<file path="config.mk">
export PLATFORM = sky130hd
export DESIGN_NAME = display_scan_ctrl_flat
export DESIGN_NICKNAME = d
export VERILOG_FILES = /design/src/rtl/display_scan_ctrl_if.sv /design/src/rtl/display_scan_ctrl.sv /design/src/flat_wrapper.sv
export SDC_FILE = /design/constraint.sdc
export NUM_CORES = 1
export LEC_CHECK = 0
export ABC_AREA = 0
export CORE_AREA = 5 5 75 77
export CTS_BUF_LIST = sky130_fd_sc_hd__clkbuf_2 sky130_fd_sc_hd__clkbuf_4 sky130_fd_sc_hd__clkbuf_8
export DETAILED_ROUTE_END_ITERATION = 7
export DIE_AREA = 0 0 80 82
export GPL_TIMING_DRIVEN = 0
export PLACE_DENSITY = 0.77
export SETUP_SLACK_MARGIN = 0.3
export SLEW_MARGIN = 20
export SYNTH_ARGS = -nofsm -noshare
export SYNTH_HDL_FRONTEND = slang
export SYNTH_SLANG_ARGS = --single-unit
</file>
<file path="constraint.sdc">
create_clock -name clk -period 2.15 [get_ports clk]
set_input_delay 0.3225 -clock clk [delete_from_list [all_inputs] [get_ports clk]]
set_output_delay 0.3225 -clock clk [all_outputs]
set_load 0.005 [all_outputs]
</file>
<file path="src/rtl/display_scan_ctrl_if.sv">
// Load handshake bundle for the display scan controller.
// The source holds load_valid until it sees load_ready.
interface display_scan_ctrl_if #(
  parameter int DIGITS = 4
);
  logic                  load_valid;
  logic                  load_ready;
  logic [4*DIGITS-1:0]   load_data;

  modport master (
    output load_valid,
    output load_data,
    input  load_ready
  );

  modport slave (
    input  load_valid,
    input  load_data,
    output load_ready
  );
endinterface

</file>
<file path="src/rtl/display_scan_ctrl.sv">
// Time-multiplexed 7-seg scan controller: per-digit BLANK/SHOW
// slots, one queued load applied only at a frame boundary.
module display_scan_ctrl #(
  parameter int DIGITS       = 4,
  parameter int REFRESH_DIV  = 1000,
  parameter int BLANK_CYCLES = 2
) (
  input  logic                clk,
  input  logic                rst_n,
  display_scan_ctrl_if.slave  load_if,
  input  logic [DIGITS-1:0]   blank_mask,
  output logic                S0,
  output logic                S1,
  output logic                S2,
  output logic                S3,
  output logic [DIGITS-1:0]   dig_en,
  output logic                frame_done
);

  localparam int MAXC = (REFRESH_DIV > BLANK_CYCLES) ?
                        REFRESH_DIV : BLANK_CYCLES;
  localparam int CW   = (MAXC > 1) ? $clog2(MAXC) : 1;
  localparam int DW   = (DIGITS > 1) ? $clog2(DIGITS) : 1;
  localparam int VW   = 4 * DIGITS;

  localparam logic [CW-1:0] R_LAST = CW'(REFRESH_DIV - 1);
  localparam logic [CW-1:0] B_LAST = CW'(BLANK_CYCLES - 1);
  localparam logic [DW-1:0] D_LAST = DW'(DIGITS - 1);

  typedef enum logic [0:0] {
    ST_BLANK,
    ST_SHOW
  } state_e;

  state_e            state_q, state_d;
  logic [DW-1:0]     dig_q, dig_d;
  logic [CW-1:0]     cnt_q, cnt_d;
  logic [VW-1:0]     active_q, active_d;
  logic [VW-1:0]     pending_q, pending_d;
  logic              pend_v_q, pend_v_d;
  logic              ready_q, ready_d;
  logic [3:0]        nib_q, nib_d;
  logic [DIGITS-1:0] sel_q, sel_d;
  logic              fd_q, fd_d;

  logic              accept;
  logic              boundary;

  assign accept   = load_if.load_valid && ready_q;
  assign boundary = (state_q == ST_SHOW) &&
                    (dig_q == D_LAST) &&
                    (cnt_q == R_LAST);

  always_comb begin
    state_d   = state_q;
    dig_d     = dig_q;
    cnt_d     = cnt_q + CW'(1);
    active_d  = active_q;
    pending_d = pending_q;
    pend_v_d  = pend_v_q;

    case (state_q)
      ST_BLANK: begin
        if (cnt_q == B_LAST) begin
          state_d = ST_SHOW;
          cnt_d   = '0;
        end
      end
      ST_SHOW: begin
        if (cnt_q == R_LAST) begin
          state_d = ST_BLANK;
          cnt_d   = '0;
          if (dig_q == D_LAST) begin
            dig_d = '0;
          end else begin
            dig_d = dig_q + DW'(1);
          end
        end
      end
      default: begin
        state_d = ST_BLANK;
        cnt_d   = '0;
      end
    endcase

    // accept needs an empty queue, so it never collides with the swap
    if (boundary && pend_v_q) begin
      active_d = pending_q;
      pend_v_d = 1'b0;
    end
    if (accept) begin
      pending_d = load_if.load_data;
      pend_v_d  = 1'b1;
    end
  end

  always_comb begin
    ready_d = !pend_v_d;
    nib_d   = '0;
    sel_d   = '0;
    for (int k = 0; k < DIGITS; k++) begin
      if (dig_d == DW'(k)) begin
        nib_d = active_d[4*k +: 4];
      end
      sel_d[k] = (state_d == ST_SHOW) && (dig_d == DW'(k));
    end
    fd_d = (state_d == ST_SHOW) &&
           (dig_d == D_LAST) &&
           (cnt_d == R_LAST);
  end

  always_ff @(posedge clk or negedge rst_n) begin
    if (!rst_n) begin
      state_q   <= ST_BLANK;
      dig_q     <= '0;
      cnt_q     <= '0;
      active_q  <= '0;
      pending_q <= '0;
      pend_v_q  <= 1'b0;
      ready_q   <= 1'b1;
      nib_q     <= '0;
      sel_q     <= '0;
      fd_q      <= 1'b0;
    end else begin
      state_q   <= state_d;
      dig_q     <= dig_d;
      cnt_q     <= cnt_d;
      active_q  <= active_d;
      pending_q <= pending_d;
      pend_v_q  <= pend_v_d;
      ready_q   <= ready_d;
      nib_q     <= nib_d;
      sel_q     <= sel_d;
      fd_q      <= fd_d;
    end
  end

  assign load_if.load_ready = ready_q;
  assign dig_en     = sel_q & ~blank_mask;
  assign frame_done = fd_q;
  assign S0 = nib_q[0];
  assign S1 = nib_q[1];
  assign S2 = nib_q[2];
  assign S3 = nib_q[3];

endmodule
</file>
<file path="src/flat_wrapper.sv">
// flat-port wrapper written by rule: the top's interface ports become plain ports
module display_scan_ctrl_flat 
#(
  parameter int DIGITS       = 4,
  parameter int REFRESH_DIV  = 1000,
  parameter int BLANK_CYCLES = 2
)
  (clk, rst_n, blank_mask, S0, S1, S2, S3, dig_en, frame_done, load_if_load_valid, load_if_load_data, load_if_load_ready);
  display_scan_ctrl_if #(.DIGITS(DIGITS)) load_if_i ();
  input  logic clk;
  input  logic rst_n;
  input  logic [DIGITS-1:0] blank_mask;
  output logic S0;
  output logic S1;
  output logic S2;
  output logic S3;
  output logic [DIGITS-1:0] dig_en;
  output logic frame_done;
  input wire logic [$bits(load_if_i.load_valid)-1:0] load_if_load_valid;
  input wire logic [$bits(load_if_i.load_data)-1:0] load_if_load_data;
  output wire logic [$bits(load_if_i.load_ready)-1:0] load_if_load_ready;
  assign load_if_i.load_valid = load_if_load_valid;
  assign load_if_i.load_data = load_if_load_data;
  assign load_if_load_ready = load_if_i.load_ready;
  display_scan_ctrl #(.DIGITS(DIGITS), .REFRESH_DIV(REFRESH_DIV), .BLANK_CYCLES(BLANK_CYCLES)) u_core (.clk(clk), .rst_n(rst_n), .load_if(load_if_i), .blank_mask(blank_mask), .S0(S0), .S1(S1), .S2(S2), .S3(S3), .dig_en(dig_en), .frame_done(frame_done));
endmodule
</file>
==> reports/qor.yml, run 1 <==
status:
  status: "finished with violations"
  violations: "negative setup slack"
timing:
  rsz0062_at_grt: "yes"
  final_hold_viol_count: 0
  post-route-min-period_ns: 2.324
  skew_ns: 0.003105
  slew_viol_final: 0
  min_period_over_period_pct: 108.1
  max_slew_margin_pct: 54.16
  hold-worst-slack_ns: 0.05936
  fmax_mhz: 430.3
  worst_slack_ns: -0.1738
  worst_pin_slew_ns: 0.6875
  setup_viol: 8
layout:
  final_net_count: 255
  area_growth_pct: 30.71
  layout.cells.most_common_list: "dfrtp_1, clkdlybuf4s50_1, mux2_4, mux2_2"
  fillers: 405
  antennaDiodeCount: 0
  layout-drive-gt1-share_pct: 34.78
  seqCellArea_sq_mm: 0.001403
  final_common_cell: "dfrtp_1"
  multi_input_area_sq_um: 999.7
setup_path:
  rr_worst_depth: 7
  critical_path_class: "reg -> reg"
  path_max_fanout: 9
  cpPeakStageDelay_ns: 0.52
  worst_setup_path_start_kind: "flip-flop"
  crit_top_cell: "mux2i_1"
  path_cells: "or3b_4 -> or4_4 -> buf_6 -> mux2i_4 -> buf_8 -> mux2i_1 -> mux2i_1"
  reg2reg_from: "u_core.cnt_q[4]$_DFF_PN0_"
  cp-end-kind: "flip-flop"
  critPathSlowestCell: "or4_4"
  worstPathRequired_ns: 2.34
  worst_r2r_endpoint: "u_core.nib_q[2]$_DFF_PN0_"
  arrival_ns: 2.51
  rrSetupSlack_ns: -0.17
run:
  max-cap-violations: 0
clock_network:
  cts_tree: "yes"
  h-tree-depth: 2
  numCtsBuffers: 5
  clock_sinks: 56
  root_buffer: "clkbuf_8"
  clk_pin_slew_ns: 0.09
  cts-hold-fix-buffers: 0
  insertion_delay_ns: 0.30
  cts_buffer_depth: 2
power:
  power_density_mw_per_mm2: 565.5
  p_leak_nw: 1.630
  ir_drop_v: 0.0004807
  total_power_mw: 1.789
routing:
  drt-total-wl_microns: 4520
  antenna_left: 0
  viasPerCell: 4.900
  drt_iter0_markers: 28
  first_pass_iters: 4
  dr_total_vias: 1470
  routedWlPerCell_microns: 15.07
  drcViolationCount: 0
logic_synthesis:
  ys_warn_count: 0
  synth_nets: 200
  synth_cells: 174
  ys_seq_area_share_pct: 57.96
  syn_area_sq_mm: 0.002420
  synth-seq-cells: 56
  syn_avg_cell_area_sq_um: 13.91
  netlist-cell-type-count: 34
placed_design:
  io_buffers: 32
  dp_hpwl_microns: 2778
  post-place-ws_ns: -0.1425
  gp_congestion: 0.7740
floorplan:
  row_count: 26
  fp.dieArea_sq_mm: 0.006560
  chipHeight_microns: 82
  core_sq_mm: 0.004945
  ioPinCount: 33
  start_util_pct: 48.94
  die_w_microns: 80
global_route:
  grt_max_degree: 57
  antenna_found_initial: 0
  grt_pass1_vias: 1562
  grt_pass1_wl_microns: 7334
  grt.total_usage_pct: 14.92
  overflow: 0
hold_path:
  hold_class: "in -> async"
## worst max path at each step
stage                                          from                            to  slack (ns)  cells past startpoint
after floorplan           u_core.cnt_q[4]$_DFF_PN0_     u_core.nib_q[0]$_DFF_PN0_      -0.009                      7
after detailed placement  u_core.cnt_q[3]$_DFF_PN0_     u_core.nib_q[1]$_DFF_PN0_       -0.14                      7
after global placement                        rst_n  u_core.active_q[4]$_DFF_PN0_       -0.93                      1
after global routing      u_core.cnt_q[4]$_DFF_PN0_     u_core.nib_q[2]$_DFF_PN0_       -0.23                      7
after CTS                 u_core.cnt_q[4]$_DFF_PN0_     u_core.nib_q[3]$_DFF_PN0_       -0.11                      7
final                     u_core.cnt_q[4]$_DFF_PN0_     u_core.nib_q[2]$_DFF_PN0_       -0.17                      7
## metal layers
metal	GRT usage (%)	wire, microns	vias to the layer above
met4	4.561	70	0
met5	0	0	-
met1	18.13	2016	726
met2	25.75	2246	27
li1	-	-	710
met3	4.276	187	7
## sequential cells by signal, summed over array words and instances, names as in the netlist
register and flops:
u_core.active_q 16, u_core.pending_q 16, u_core.cnt_q 10, u_core.nib_q 4
u_core.sel_q 4, u_core.dig_q 2, u_core.frame_done 1, u_core.load_if.load_ready 1
u_core.pend_v_q 1, u_core.state_q 1
## where the power goes
group / internal (mW) / leakage [nW] / switching [mW] / total, mW
logic: 0.0360 / 0.831 / 0.0244 / 0.0604
registers: 1.05 / 0.740 / 0 / 1.05
clock network: 0.358 / 0.0586 / 0.317 / 0.676
total: 1.45 / 1.63 / 0.342 / 1.79
## timing repair
item                                    in CTS  in global routing
cloned                                       1                  0
endpoints found under the setup margin      38                 41
gates resized for setup                     14                  9
setup buffers                               13                  2
pin swaps                                    1                  2
## area by class of cell
type / count / area share (%)
buffer: 5 / 2.097
timing repair buffer: 48 / 14.95
inverter: 6 / 0.7120
sequential: 56 / 44.34
multi-input combinational: 107 / 31.61
clock inverter: 2 / 1.108
clock buffer: 6 / 2.413
tap: 70 / 2.769
## Yosys cell counts, drive strengths merged
cell | count | share of area [%]
o21ai | 4 | 0.83
mux2 | 32 | 16
buf | 4 | 2.2
and4b | 1 | 0.41
clkbuf | 1 | 0.15
nor3 | 2 | 0.62
nor2 | 14 | 2.2
nand2b | 1 | 0.26
or4 | 2 | 0.93
a21oi | 3 | 1.1
xnor2 | 4 | 1.4
xor2 | 2 | 0.72
or3 | 2 | 0.52
nor4b | 1 | 0.36
nor4 | 1 | 0.26
nor2b | 4 | 1.0
mux2i | 13 | 5.9
dfstp | 1 | 1.1
nand2 | 7 | 1.1
inv | 6 | 0.93
and4bb | 1 | 0.52
nand4 | 1 | 0.26
ha | 3 | 1.6
nand3 | 5 | 1.0
or3b | 1 | 0.47
and3 | 3 | 0.83
dfrtp | 55 | 57
## worst max-delay path: cells and delay by family (launching register included)
family / cells / cell delay [ns]
muxes: 3 / 0.53
DFF: 1 / 0.41
and+or+nand+nor: 2 / 0.95
buffers and inverters: 2 / 0.33
## kinds of logic after synthesis
logic type / share of synthesized area (%)
AO/OA/AOI/OAI: 1.913
XOR/XNOR: 2.172
adder cells (fa/ha/maj): 1.551
buffers and inverters: 3.309
flip-flops: 57.96
multiplexers: 22.34
AND/OR/NAND/NOR: 10.75
## per-stage QoR
stage                     instance area, sq um  utilization (%)  TNS (ns)  instances
after floorplan                           2422                -  -0.03672        174
after global placement                    2830            57.24    -51.80        276
after detailed placement                  2828            57.19   -0.6306        276
after CTS                                 3115            63.01   -0.5597        298
after global routing                      3163            63.97    -1.538        300
final                                     3163            63.97   -0.8949        300
No activity file was read; power rests on OpenSTA's default activity.
==> run 2, diff against run 1 <==
--- a/config.mk
+++ b/config.mk
@@ -6,6 +6,7 @@
 export NUM_CORES = 1
 export LEC_CHECK = 0
 export ABC_AREA = 0
+export ABC_CLOCK_PERIOD_IN_PS = 2150
 export CORE_AREA = 5 5 75 77
 export CTS_BUF_LIST = sky130_fd_sc_hd__clkbuf_2 sky130_fd_sc_hd__clkbuf_4 sky130_fd_sc_hd__clkbuf_8
 export DETAILED_ROUTE_END_ITERATION = 7
==> constraint.sdc (replaced) <==
create_clock -name clk -period 2.15 [get_ports clk]
set_input_delay 0.215 -clock clk [delete_from_list [all_inputs] [get_ports clk]]
set_output_delay 0.215 -clock clk [all_outputs]
set_load 0.005 [all_outputs]
==> run 2 against run 1 <==
The flow still finishes with violations (negative setup slack). Register-to-register slack about the same. Cell count up 0.33%. Count of clock-buffer cells in the layout unchanged. Global-route usage unchanged. Die area unchanged. Sequential share of layout area down 0.14 points. Sequential cell count unchanged. Clock power about the same. Total power about the same. Worst setup slack better by 0.0012 ns. Critical path depth unchanged. Core utilization up 0.20 points. Critical path type unchanged.
==> reports/qor.yml, run 2 (synthesized netlist as in run 1, its figures left out) <==
global_route:
  overflow: 0  # unchanged
  use_met3_pct: 4.276  # unchanged
  grt_util_met2_pct: 25.75  # unchanged
  grt_pass1_wl_microns: 7334  # unchanged
  top_usage_layer: "met2"
  grt.total_usage_pct: 14.92  # unchanged
  grt_pass1_vias: 1562  # unchanged
  grt_max_degree: 57  # unchanged
  antenna_found_initial: 0  # unchanged
  use_met1_pct: 18.13  # unchanged
clock_network:
  cts_buffer_depth: 2  # unchanged
  root_buffer: "clkbuf_8"
  numCtsBuffers: 5  # unchanged
  h-tree-depth: 2  # unchanged
  clock_sinks: 56  # unchanged
  cts_tree: "yes"
  clk_pin_slew_ns: 0.09  # about the same
  insertion_delay_ns: 0.30  # about the same
layout:
  fin_area_sq_mm: 0.003173  # +0.32%
  antennaDiodeCount: 0  # unchanged
  seqCellArea_sq_mm: 0.001403  # unchanged
  layout.cells.most_common_list: "dfrtp_1, clkdlybuf4s50_1, mux2_4, mux2_2"
  final_common_cell: "dfrtp_1"
  top_regs: "u_core.active_q x16, u_core.pending_q x16, u_core.cnt_q x10"
  final_cells: 301  # +0.33%
  utilization_pct: 64.17  # +0.20 points
  layout-drive-gt1-share_pct: 34.63  # -0.15 points
  multi_input_area_sq_um: 999.7  # unchanged
  final_net_count: 256  # +0.39%
  fillers: 403  # -0.49%
  area_growth_pct: 31.13
placed_design:
  dp_hpwl_microns: 2778  # unchanged
  gp_congestion: 0.7740  # unchanged
  io_buffers: 32  # unchanged
  dp_cells: 276  # unchanged
  dpl_cell_area_sq_mm: 0.002828  # unchanged
routing:
  drt_iter0_markers: 37  # +32%
  antenna_left: 0  # unchanged
  dr_total_vias: 1475  # +0.34%
  routedWlPerCell_microns: 15.02  # -0.29%
  drt-total-wl_microns: 4522  # about the same
  viasPerCell: 4.900  # about the same
  drcViolationCount: 0  # unchanged
  first_pass_iters: 4  # unchanged
status:
  violations: "negative setup slack"
  status: "finished with violations"
power:
  p_leak_nw: 1.634  # +0.26%
  ir_drop_v: 0.0004807  # about the same
  p_sw_share_pct: 19.12  # about the same
  p_clk_share_pct: 37.8  # about the same
  pwr-share-comb_pct: 3.5  # about the same
  seq_power_share_pct: 58.8  # about the same
  p_int_mw: 1.448  # about the same
  p_sw_mw: 0.3423  # about the same
  total_power_mw: 1.790  # about the same
  power_density_mw_per_mm2: 564.2  # -0.23%
timing:
  min_period_over_period_pct: 108.0  # about the same
  post-route-min-period_ns: 2.323  # -0.001245 ns
  setup_viol: 8  # unchanged
  worst_pin_slew_ns: 0.6849  # -0.002635 ns
  slew_viol_final: 0  # unchanged
  rsz0062_at_grt: "yes"
  fmax_mhz: 430.6  # about the same
  final_hold_viol_count: 0  # unchanged
  worst_slack_ns: -0.1726  # +0.001245 ns
  max_slew_margin_pct: 54.34  # +0.18 points
  skew_ns: 0.003063  # -0.00004177 ns
  hold-worst-slack_ns: 0.4985  # +0.4391 ns
floorplan:
  ioPinCount: 33  # unchanged
  start_util_pct: 48.94  # unchanged
  row_count: 26  # unchanged
  fp.dieArea_sq_mm: 0.006560  # unchanged
  die_w_microns: 80  # unchanged
  core_sq_mm: 0.004945  # unchanged
  chipHeight_microns: 82  # unchanged
setup_path:
  worst_setup_path_start_kind: "flip-flop"
  critical_path_class: "reg -> reg"
  reg2reg_from: "u_core.cnt_q[4]$_DFF_PN0_"
  cp-end-kind: "flip-flop"
  arrival_ns: 2.51  # about the same
  startpoint: "u_core.cnt_q[4]$_DFF_PN0_"
  worstPathRequired_ns: 2.34  # about the same
  path_max_fanout: 9  # unchanged
run:
  max-cap-violations: 0  # unchanged
hold_path:
  hold_class: "in -> async"
[run 2: critical path, stage by stage (launching register included)]
cell	delay [ns]
dfrtp_1	0.41
or3b_4	0.43
or4_4	0.52
buf_6	0.15
mux2i_4	0.19
buf_8	0.18
mux2i_1	0.23
mux2i_1	0.11
[run 2: power groups by stage]
| stage | Clock [mW] | Sequential [mW] | Combinational (mW) |
|---|---|---|---|
| after floorplan | 0 | 1.07 | 0.000993 |
| after CTS | 0.698 | 1.05 | 0.0641 |
| after detailed placement | 0 | 1.07 | 0.0627 |
| final | 0.676 | 1.05 | 0.0619 |
| after global routing | 0.742 | 1.05 | 0.0693 |
| after global placement | 0 | 1.07 | 0.0628 |
[run 2: layout make-up]
cell class / count / area share (%)
Buffer: 5 / 2.090
Clock buffer: 6 / 2.405
Clock inverter: 2 / 1.104
Inverter: 6 / 0.7098
Multi-Input combinational cell: 107 / 31.51
Sequential cell: 56 / 44.20
Tap cell: 70 / 2.760
Timing Repair Buffer: 49 / 15.22
[run 2: metal layers]
| layer | up-vias | wire length, microns |
|---|---|---|
| met4 | 0 | 70 |
| li1 | 712 | - |
| met3 | 7 | 184 |
| met5 | - | 0 |
| met2 | 27 | 2245 |
| met1 | 729 | 2021 |
[run 2: repair_timing]
| action | 4_1_cts | 5_1_grt |
|---|---|---|
| gates cloned | 1 | 0 |
| pin swaps | 1 | 2 |
| endpoints found under the setup margin | 38 | 41 |
| hold buffers | 1 | 0 |
| gates resized for setup | 14 | 9 |
| endpoints found under the hold margin | 55 | 0 |
| buffers inserted | 13 | 2 |
[run 2: final timing paths]
| kind | endpoint | slack, ns | cells past startpoint |
|---|---|---|---|
| setup / recovery | u_core.nib_q[2]$_DFF_PN0_ | -0.17 | 7 |
| max in group asynchronous | u_core.dig_q[1]$_DFF_PN0_ | 1.21 | 2 |
| setup reg to reg | u_core.nib_q[2]$_DFF_PN0_ | -0.17 | 7 |
| hold / removal | u_core.sel_q[0]$_DFF_PN0_ | 0.50 | 2 |
| hold reg to reg | u_core.active_q[5]$_DFF_PN0_ | 0.50 | 1 |
| min in group clk | u_core.active_q[5]$_DFF_PN0_ | 0.50 | 1 |
[run 2: through the flow]
step | worst slack (ns) | setup TNS (ns)
6_report | -0.1726 | -0.8863
5_1_grt | -0.2335 | -1.538
4_1_cts | -0.1108 | -0.5597
3_5_place_dp | -0.1425 | -0.6306
3_3_place_gp | -0.8210 | -45.78
2_1_floorplan | -0.009180 | -0.03672
